[config.mk]
export PLATFORM = sky130hd
export DESIGN_NAME = ac_quant_pool_flat
export DESIGN_NICKNAME = d
export VERILOG_FILES = /design/src/rtl/ac_quant_pool_if.sv /design/src/rtl/ac_quant_pool.sv /design/src/flat_wrapper.sv
export SDC_FILE = /design/constraint.sdc
export NUM_CORES = 1
export LEC_CHECK = 0
export CAP_MARGIN = 10
export CORE_ASPECT_RATIO = 1.25
export CORE_MARGIN = 2
export CORE_UTILIZATION = 55
export CTS_BUF_LIST = sky130_fd_sc_hd__clkbuf_8
export CTS_CLUSTER_DIAMETER = 40
export CTS_CLUSTER_SIZE = 25
export DETAILED_ROUTE_END_ITERATION = 10
export PLACE_DENSITY_LB_ADDON = 0.12
export SETUP_SLACK_MARGIN = 0.02
export SYNTH_ARGS = -nofsm -noshare
export SYNTH_HDL_FRONTEND = slang
export SYNTH_SLANG_ARGS = --single-unit
[constraint.sdc]
create_clock -name clk -period 4.9 [get_ports clk]
set_clock_uncertainty 0.15 [all_clocks]
set_input_delay 0.735 -clock clk [delete_from_list [all_inputs] [get_ports clk]]
set_output_delay 0.735 -clock clk [all_outputs]
set_load 0.02 [all_outputs]
[src/rtl/ac_quant_pool_if.sv]
// Output stream from the quantize/pool stage towards write-back/packing.
// Handshake: a beat transfers on a rising clk edge where out_valid && out_ready;
// out_data is held stable while out_valid=1 and out_ready=0, and out_valid never
// drops without a transfer.
interface ac_quant_pool_if #(
  parameter int OUT_WIDTH = 16
);
  logic signed [OUT_WIDTH-1:0] out_data;
  logic                        out_valid;
  logic                        out_ready;

  modport master (
    output out_data,
    output out_valid,
    input  out_ready
  );

  modport slave (
    input  out_data,
    input  out_valid,
    output out_ready
  );
endinterface

[src/rtl/ac_quant_pool.sv]
// Output stage after accumulate/BN/ReLU: rounding right shift, saturation to the
// activation width, optional max-pool over N samples, and a small output FIFO.
module ac_quant_pool #(
  parameter int IN_WIDTH    = 35,
  parameter int OUT_WIDTH   = 16,
  parameter int SHIFT_WIDTH = 6,
  parameter int FIFO_DEPTH  = 4
) (
  input  logic                          clk,
  input  logic                          rst,
  input  logic signed [IN_WIDTH-1:0]    data_in,
  input  logic                          data_in_en,
  input  logic [SHIFT_WIDTH-1:0]        shift_amt,
  input  logic                          pool_en,
  input  logic [2:0]                    pool_size,
  input  logic                          flush,
  input  logic                          clr_ovf,
  ac_quant_pool_if.master               out,
  output logic                          sat_flag,
  output logic                          ovf_flag,
  output logic [$clog2(FIFO_DEPTH):0]   fifo_count
);

  localparam int EW = IN_WIDTH + 1;
  localparam int AW = $clog2(FIFO_DEPTH);
  localparam int CW = AW + 1;

  localparam logic signed [OUT_WIDTH-1:0] OUT_MAX = {1'b0, {(OUT_WIDTH-1){1'b1}}};
  localparam logic signed [OUT_WIDTH-1:0] OUT_MIN = {1'b1, {(OUT_WIDTH-1){1'b0}}};
  localparam logic signed [EW-1:0] SAT_MAX = {{(EW-OUT_WIDTH){1'b0}}, OUT_MAX};
  localparam logic signed [EW-1:0] SAT_MIN = {{(EW-OUT_WIDTH){1'b1}}, OUT_MIN};

  // ---------------------------------------------------------------------------
  // Stage 1: rounding shift and saturation, one extra bit of headroom
  // ---------------------------------------------------------------------------
  logic signed [EW-1:0]        ext;
  logic signed [EW-1:0]        rnd;
  logic signed [EW-1:0]        shifted;
  logic                        clamp_hi;
  logic                        clamp_lo;
  logic signed [OUT_WIDTH-1:0] quant;

  always_comb begin
    ext      = {data_in[IN_WIDTH-1], data_in};
    rnd      = '0;
    if (shift_amt != '0) begin
      rnd = EW'(1) <<< (shift_amt - SHIFT_WIDTH'(1));
    end
    shifted  = (ext + rnd) >>> shift_amt;
    clamp_hi = shifted > SAT_MAX;
    clamp_lo = shifted < SAT_MIN;
    quant    = shifted[OUT_WIDTH-1:0];
    if (clamp_hi) begin
      quant = OUT_MAX;
    end else if (clamp_lo) begin
      quant = OUT_MIN;
    end
  end

  logic                        s1_valid;
  logic signed [OUT_WIDTH-1:0] s1_data;

  always_ff @(posedge clk or negedge rst) begin
    if (!rst) begin
      s1_valid <= 1'b0;
      s1_data  <= '0;
      sat_flag <= 1'b0;
    end else begin
      s1_valid <= data_in_en;
      if (data_in_en) begin
        s1_data <= quant;
        if (clamp_hi || clamp_lo) begin
          sat_flag <= 1'b1;
        end
      end
    end
  end

  // ---------------------------------------------------------------------------
  // Stage 2: max-pool. Group size is captured with the first sample of a group,
  // so config changes mid-group only affect the following group.
  // ---------------------------------------------------------------------------
  logic [2:0]                  pool_cnt;
  logic [2:0]                  pool_n;
  logic signed [OUT_WIDTH-1:0] pool_max;

  logic [2:0]                  eff_size;
  logic [2:0]                  grp_n;
  logic [2:0]                  cnt_inc;
  logic signed [OUT_WIDTH-1:0] cand;
  logic                        emit;
  logic signed [OUT_WIDTH-1:0] emit_data;
  logic [2:0]                  nxt_cnt;
  logic [2:0]                  nxt_n;
  logic signed [OUT_WIDTH-1:0] nxt_max;

  always_comb begin
    eff_size = pool_size;
    if (!pool_en || pool_size == 3'd0 || pool_size > 3'd4) begin
      eff_size = 3'd1;
    end
    grp_n     = (pool_cnt == 3'd0) ? eff_size : pool_n;
    cnt_inc   = pool_cnt + 3'd1;
    // Strict compare keeps the earlier value on a tie.
    cand      = (pool_cnt == 3'd0 || s1_data > pool_max) ? s1_data : pool_max;
    emit      = 1'b0;
    emit_data = pool_max;
    nxt_cnt   = pool_cnt;
    nxt_n     = pool_n;
    nxt_max   = pool_max;
    if (s1_valid) begin
      nxt_n   = grp_n;
      nxt_max = cand;
      if (cnt_inc == grp_n || flush) begin
        emit      = 1'b1;
        emit_data = cand;
        nxt_cnt   = 3'd0;
      end else begin
        nxt_cnt = cnt_inc;
      end
    end else if (flush && pool_cnt != 3'd0) begin
      emit      = 1'b1;
      emit_data = pool_max;
      nxt_cnt   = 3'd0;
    end
  end

  always_ff @(posedge clk or negedge rst) begin
    if (!rst) begin
      pool_cnt <= 3'd0;
      pool_n   <= 3'd1;
      pool_max <= '0;
    end else begin
      pool_cnt <= nxt_cnt;
      pool_n   <= nxt_n;
      pool_max <= nxt_max;
    end
  end

  // ---------------------------------------------------------------------------
  // Output FIFO; stage 2 writes straight into it so the entry is the stage-2
  // register. A push into a full FIFO succeeds only if the head leaves together.
  // ---------------------------------------------------------------------------
  logic signed [OUT_WIDTH-1:0] mem [FIFO_DEPTH];
  logic [AW-1:0]               wr_ptr;
  logic [AW-1:0]               rd_ptr;
  logic [CW-1:0]               count;
  logic                        full;
  logic                        pop;
  logic                        push_ok;
  logic                        drop;

  always_comb begin
    full    = (count == CW'(FIFO_DEPTH));
    pop     = (count != '0) && out.out_ready;
    push_ok = emit && (!full || pop);
    drop    = emit && full && !pop;
  end

  always_ff @(posedge clk or negedge rst) begin
    if (!rst) begin
      for (int i = 0; i < FIFO_DEPTH; i++) begin
        mem[i] <= '0;
      end
      wr_ptr <= '0;
      rd_ptr <= '0;
      count  <= '0;
    end else begin
      if (push_ok) begin
        mem[wr_ptr] <= emit_data;
        wr_ptr      <= wr_ptr + AW'(1);
      end
      if (pop) begin
        rd_ptr <= rd_ptr + AW'(1);
      end
      case ({push_ok, pop})
        2'b10:   count <= count + CW'(1);
        2'b01:   count <= count - CW'(1);
        default: count <= count;
      endcase
    end
  end

  // Overflow event wins over a same-cycle clear.
  always_ff @(posedge clk or negedge rst) begin
    if (!rst) begin
      ovf_flag <= 1'b0;
    end else if (drop) begin
      ovf_flag <= 1'b1;
    end else if (clr_ovf) begin
      ovf_flag <= 1'b0;
    end
  end

  assign out.out_data  = mem[rd_ptr];
  assign out.out_valid = (count != '0);
  assign fifo_count    = count;

endmodule

[src/flat_wrapper.sv]
// flat-port wrapper written by rule: the top's interface ports become plain ports
module ac_quant_pool_flat 
#(
  parameter int IN_WIDTH    = 35,
  parameter int OUT_WIDTH   = 16,
  parameter int SHIFT_WIDTH = 6,
  parameter int FIFO_DEPTH  = 4
)
  (clk, rst, data_in, data_in_en, shift_amt, pool_en, pool_size, flush, clr_ovf, sat_flag, ovf_flag, fifo_count, out_out_data, out_out_valid, out_out_ready);
  ac_quant_pool_if #(.OUT_WIDTH(OUT_WIDTH)) out_i ();
  input  logic clk;
  input  logic rst;
  input  logic signed [IN_WIDTH-1:0] data_in;
  input  logic data_in_en;
  input  logic [SHIFT_WIDTH-1:0] shift_amt;
  input  logic pool_en;
  input  logic [2:0] pool_size;
  input  logic flush;
  input  logic clr_ovf;
  output logic sat_flag;
  output logic ovf_flag;
  output logic [$clog2(FIFO_DEPTH):0] fifo_count;
  output wire logic [$bits(out_i.out_data)-1:0] out_out_data;
  output wire logic [$bits(out_i.out_valid)-1:0] out_out_valid;
  input wire logic [$bits(out_i.out_ready)-1:0] out_out_ready;
  assign out_out_data = out_i.out_data;
  assign out_out_valid = out_i.out_valid;
  assign out_i.out_ready = out_out_ready;
  ac_quant_pool #(.IN_WIDTH(IN_WIDTH), .OUT_WIDTH(OUT_WIDTH), .SHIFT_WIDTH(SHIFT_WIDTH), .FIFO_DEPTH(FIFO_DEPTH)) u_core (.clk(clk), .rst(rst), .data_in(data_in), .data_in_en(data_in_en), .shift_amt(shift_amt), .pool_en(pool_en), .pool_size(pool_size), .flush(flush), .clr_ovf(clr_ovf), .out(out_i), .sat_flag(sat_flag), .ovf_flag(ovf_flag), .fifo_count(fifo_count));
endmodule
Word-level counts from Yosys, hierarchy flattened
Cells that the tools add are included.
- add/subtract/negate cells: 7
- equal/unequal tests: 4
- reduce and logical (&&, ||, !) cells: 24
- shifts and indexed selects: 2
- muxes and demuxes: 23
- bitwise gates (word level): 2
- $lt $le $gt $ge: 7
- operator list (kind ; number):
    two-way mux 16 bit ; 8
    bitwise mux 64 bit ; 1
    adder 35 x 36 -> 36 bit ; 1
    > comparator 36 x 16 -> 1 bit (second input constant) ; 1
    < comparator 36 x 16 -> 1 bit (second input constant) ; 1
    two-way mux 36 bit ; 1
    <<< shifter 2 x 6 -> 36 bit (first input constant) ; 1
    >>> shifter 36 x 6 -> 36 bit ; 1
    binary-select mux 16 bit (select 2 bit) ; 1
    demux 16 bit (select 2 bit) ; 1
    > comparator 16 bit ; 1
    two-way mux 3 bit ; 5
    adder 3 x 1 -> 3 bit (second input constant) ; 2
    greater-or-equal comparator 3 bit (second input constant) ; 2
    logical AND 1 bit ; 6
    logical NOT 3 bit ; 2
    logical OR 1 bit ; 6
    inverter 2 -> 3 bit ; 2
    one-hot mux 3 bit (2 select lines) ; 1
    nonzero test 2 bit ; 3
    nonzero test 3 bit ; 2
    nonzero test 6 bit ; 1
    subtractor 6 x 1 -> 6 bit (second input constant) ; 1
    two-way mux 1 bit ; 5
    10 further kinds ; 13
- output and inout port bits: 22
- bits in registers: 112
- word-level logic and storage cells: 83
- input port bits: 51

Longest topological paths before layout
- word-level depth: 12
- depth in mapped cells: 25
- depth with buffers taken out: 20

Least setup slack after synthesis
No wires, ideal clock.
- path kind: input to register
- start point: in shift_amt[2]
- end point: reg u_core.s1_data[10]
- arrival time: 6.112 ns
- required time: 4.629 ns
- library setup time: 0.121 ns
- path slack: -1.484 ns
- stages on the path: 25
- buffers on the path: 8
- cell sequence: clkbuf_1 > buf_1 > clkbuf_1 > clkbuf_1 > clkbuf_1 > nand3_1 > nor2_1 > ha_1 > clkbuf_1 > a21oi_1 > o21ai_0 > nor2b_1 > a2111o_1 > or4_1 > o211ai_1 > buf_4 > nor2_1 > a221o_1 > nand2_1 > a31oi_1 > or4b_1 > a31oi_1 > nand2_2 > buf_6 > o22a_1
- longest elaborated chain between the ends: 8
- elaborated cells between the ends (all ways): 10
- classes of those cells: add/sub: 2; order compare: 2; shift: 2; mux: 3; reduce/logical: 1
- ends and longest elaborated chain (what ; RTL line ; text):
    from (decl) ; flat_wrapper.sv:15 ; input logic [SHIFT_WIDTH-1:0] shift_amt;
    subtractor 6 x 1 -> 6 bit ; ac_quant_pool.sv:47 ; rnd = EW'(1) <<< (shift_amt - SHIFT_WIDTH'(1));
    <<< shifter 2 x 6 -> 36 bit ; ac_quant_pool.sv:47 ;
    two-way mux 36 bit ; ac_quant_pool.sv:46 ; if (shift_amt != '0) begin
    adder 35 x 36 -> 36 bit ; ac_quant_pool.sv:49 ; shifted = (ext + rnd) >>> shift_amt;
    >>> shifter 36 x 6 -> 36 bit * ; ac_quant_pool.sv:49 ;
    < comparator 36 x 16 -> 1 bit ; ac_quant_pool.sv:51 ; clamp_lo = shifted < SAT_MIN;
    two-way mux 16 bit ; ac_quant_pool.sv:55 ; end else if (clamp_lo) begin
    two-way mux 16 bit * ; ac_quant_pool.sv:53 ; if (clamp_hi) begin
    to (signal assigned) ; ac_quant_pool.sv:71 ; s1_data <= quant;
    to (decl) ; ac_quant_pool.sv:61 ; logic signed [OUT_WIDTH-1:0] s1_data;
Every way passes the cells marked *; elsewhere a longest branch is shown, timed or not.
A chain may end at the register's enable or synchronous reset.

Worst setup path after layout
- start point: in shift_amt[4]
- end point: reg u_core.s1_data[13]
The elaborated chain is that of the path after synthesis.

==> impl_metrics.tcl <==
set metrics [dict create \
    post_synth.cell_area_avg_um2 8.02 \
    grt_antenna_before_repair 0 \
    initial_core_util 0.556 \
    min_to "u_core.mem[6]" \
    synth_seq_area_share 0.253 \
    clock_latency_ns 0.37 \
    critPathLaunchType "input pin" \
    r2r_start "u_core.pool_max[1]" \
    slew_headroom 0.244 \
    layout_setup_ws_ns -0.410 \
    critPathSlowestCell "or4b_4" \
    crit_fanout 9 \
    hold_buffers 0 \
    maxClockFrequency_mhz 188 \
    grt_pass1_wl_um 65800 \
    cpPeakStageDelay_ns 0.50 \
    cts_tree "built" \
    path_cells "buf_12 -> buf_4 -> nor2_4 -> nand2_2 -> nor2_1 -> ha_4 -> nand4_1 -> o221ai_4 -> a21o_1 -> a21o_1 -> o41a_1 -> or2_4 -> mux2_4 -> a221o_1 -> a21oi_2 -> nor4b_2 -> or4b_4 -> a31oi_4 -> nand2_4 -> o22a_2" \
    crit_required_ns 5.00 \
    hold_class "reg2reg" \
    drive_above_1_share 0.368 \
    num_vias 12815 \
    overflow 0 \
    period_minus_slack_ns 5.31 \
    wl_per_cell_um 21.3 \
    fillers 1369 \
    netlist_top_cells_area "dfrtp_1 25%, ha_1 6.5%, nand2_1 6.3%, o21ai_0 5.4%, mux2i_1 5.3%" \
    r2r_cells 15 \
    netlist_instances 1384 \
    cellPowerDensity_mw_per_mm2 317 \
    critPathCaptureType "flop" \
    worst_pin_slew_ns 1.13 \
    synthFlopType "dfrtp_1" \
    drt_iter0_markers 961 \
    synth_area_mm2 0.0111 \
    core_area_mm2 0.0200 \
    critPathArrivalTime_ns 5.41 \
    ant_nets 0 \
    yosysWarnings 0 \
    whs_ns 0.336 \
    dieArea_mm2 0.0213 \
    syn2layout_area_growth_pct 43.4 \
    worst-r2r-setup-slack_ns 0.85 \
    antenna_cells 0 \
    status "finished, violations left" \
    hold_violations 0 \
    critical_path_class "in2reg" \
    clockBufferDepth 2 \
    setup_violations 16 \
    synth.net_count 1495 \
    violations "negative setup slack" \
    ff_latch_area_mm2 0.00280 \
    power_uw 5050 \
    slew_viol_final 0 \
    ys_ff_latch 112 \
    synth_top_area_frac 0.250 \
    synth_edf_count 0 \
    cts.sinks 112 \
    drt-vias-per-instance 6.30 \
    multi_input_area_mm2 0.00869 \
    fin_nets 1869 \
    grt_use_total 0.396 \
    grt_max_degree 86 \
    drc 0 \
    drtPass1Iterations 6 \
    die_h_um 163 \
    peakVddDrop_v 0.000391 \
    htree_levels 3 \
    r2r_end "u_core.pool_max[7]" \
    rows 58 \
    ios 73 \
    io_buffer_count 72 \
    wl_um 43200 \
    clk_pin_slew_ns 0.10 \
    final_cell_mix "369 x buf_4, 172 x nand2_1, 119 x nor2_1, 111 x dfrtp_1, 106 x o21ai_0" \
    cts_made_buffers 9 \
    final_common_cell "buf_4" \
    hold_depth 2 \
    cpMostUsedCell "a21o_1" \
    root_buffer "clkbuf_8" \
    post-dp-hpwl_um 32100 \
    leakage_uw 0.00694 \
    place_congestion 1.00 \
    period_share 1.08 \
    die_x_um 131 \
    synth.distinct_cells 97 \
    drv_cap 0 \
    holdCritStartpoint "u_core.mem[6]" \
    grt_pass1_vias 12833 \
    synth.largest_area_cell "dfrtp_1" \
    rsz0062_at_grt "yes" \
    async_flop_share 1.00 \
]
## layout make-up
class / count / area share
repair buffers: 460 / 0.234
clock buffers: 10 / 0.00865
multi-input cells: 1137 / 0.546
flip-flops and latches: 112 / 0.176
well taps: 270 / 0.0212
inverters: 38 / 0.0109
clock inverters: 6 / 0.00370
## registers in the layout, summed over array words and instances (netlist names), 2 cells and up
| name | flops |
|---|---|
| u_core.fifo_count | 3 |
| u_core.mem | 64 |
| u_core.pool_cnt | 3 |
| u_core.pool_max | 16 |
| u_core.pool_n | 3 |
| u_core.rd_ptr | 2 |
| u_core.s1_data | 16 |
| u_core.wr_ptr | 2 |
## where the power goes
group | switching, µW | internal [µW]
clock | 302 | 248
combinational | 1490 | 1360
sequential | 331 | 1310
## layer usage
layer	routed length, µm	global-route usage	part of all wire	vias up
li1	-	-	-	5894
met1	14500	0.400	0.33	6123
met2	22200	0.717	0.51	567
met3	2330	0.0460	0.054	231
met4	4240	0.319	0.098	0
met5	0	0	0	-
## synth_stat cells, types with 10 or more instances
cell      number
clkbuf_1      63
mux4_2        19
o22a_1        13
nor2_1       135
dfrtp_1      111
nor3_1        39
a31oi_1       11
ha_1          58
o21a_1        14
buf_1         12
and3_1        14
nand3_1       18
nand4_1       26
nand2_1      186
mux2_2        30
xor2_1        15
inv_1         36
a22oi_1       11
o21ai_1       13
xnor2_1       25
a21oi_1       82
o211ai_1      23
or3_1         10
nand2b_1      17
o21ai_0      119
mux2i_1       59
buf_2         17
a211oi_1      28
## worst max-delay path, delay by kind of cell
kind	cells	cell delay (ns)
AOI/OAI and AO/OA	8	1.99
buffers and inverters	2	0.26
adders and majority gates	1	0.28
muxes	1	0.28
and+or+nand+nor	8	1.86
## per-stage QoR
step	TNS [ns]	utilization	cell area, µm²	std cells	worst slack (ns)
after global routing	-8.80	0.797	15900	2033	-0.580
final	-6.35	0.797	15900	2033	-0.410
after global placement	-29.15	0.717	14300	1957	-1.86
after floorplan	-7.28	-	11300	1384	-0.501
after detailed placement	-29.10	0.717	14300	1957	-1.87
after CTS	-4.83	0.769	15300	2007	-0.340
## logic make-up after synthesis
kind of cell / count (synthesis) / synth area share
and+or+nand+nor: 490 / 0.202
adders and majority gates: 60 / 0.0690
DFF: 112 / 0.253
AOI/OAI and AO/OA: 435 / 0.266
xor gates and xnor gates: 42 / 0.0359
muxes: 109 / 0.124
buffers and inverters: 136 / 0.0504
## how the worst max path moves through the flow
stage,from,end,slack [ns]
5_1_grt,shift_amt[4],u_core.s1_data[12],-0.58
2_1_floorplan,shift_amt[0],u_core.s1_data[6],-0.50
4_1_cts,shift_amt[5],u_core.s1_data[13],-0.34
3_5_place_dp,shift_amt[0],u_core.s1_data[9],-1.87
6_report,shift_amt[4],u_core.s1_data[13],-0.41
3_3_place_gp,shift_amt[0],u_core.s1_data[9],-1.86
## what timing repair did
action | in CTS | in global routing
gates resized for setup | 165 | 79
pin swaps | 71 | 58
cloned | 2 | 0
buffers inserted | 33 | 27
setup endpoints to repair | 16 | 16
endpoints found under the hold margin | 0 | 0
No activity file was read; power rests on OpenSTA's default activity.
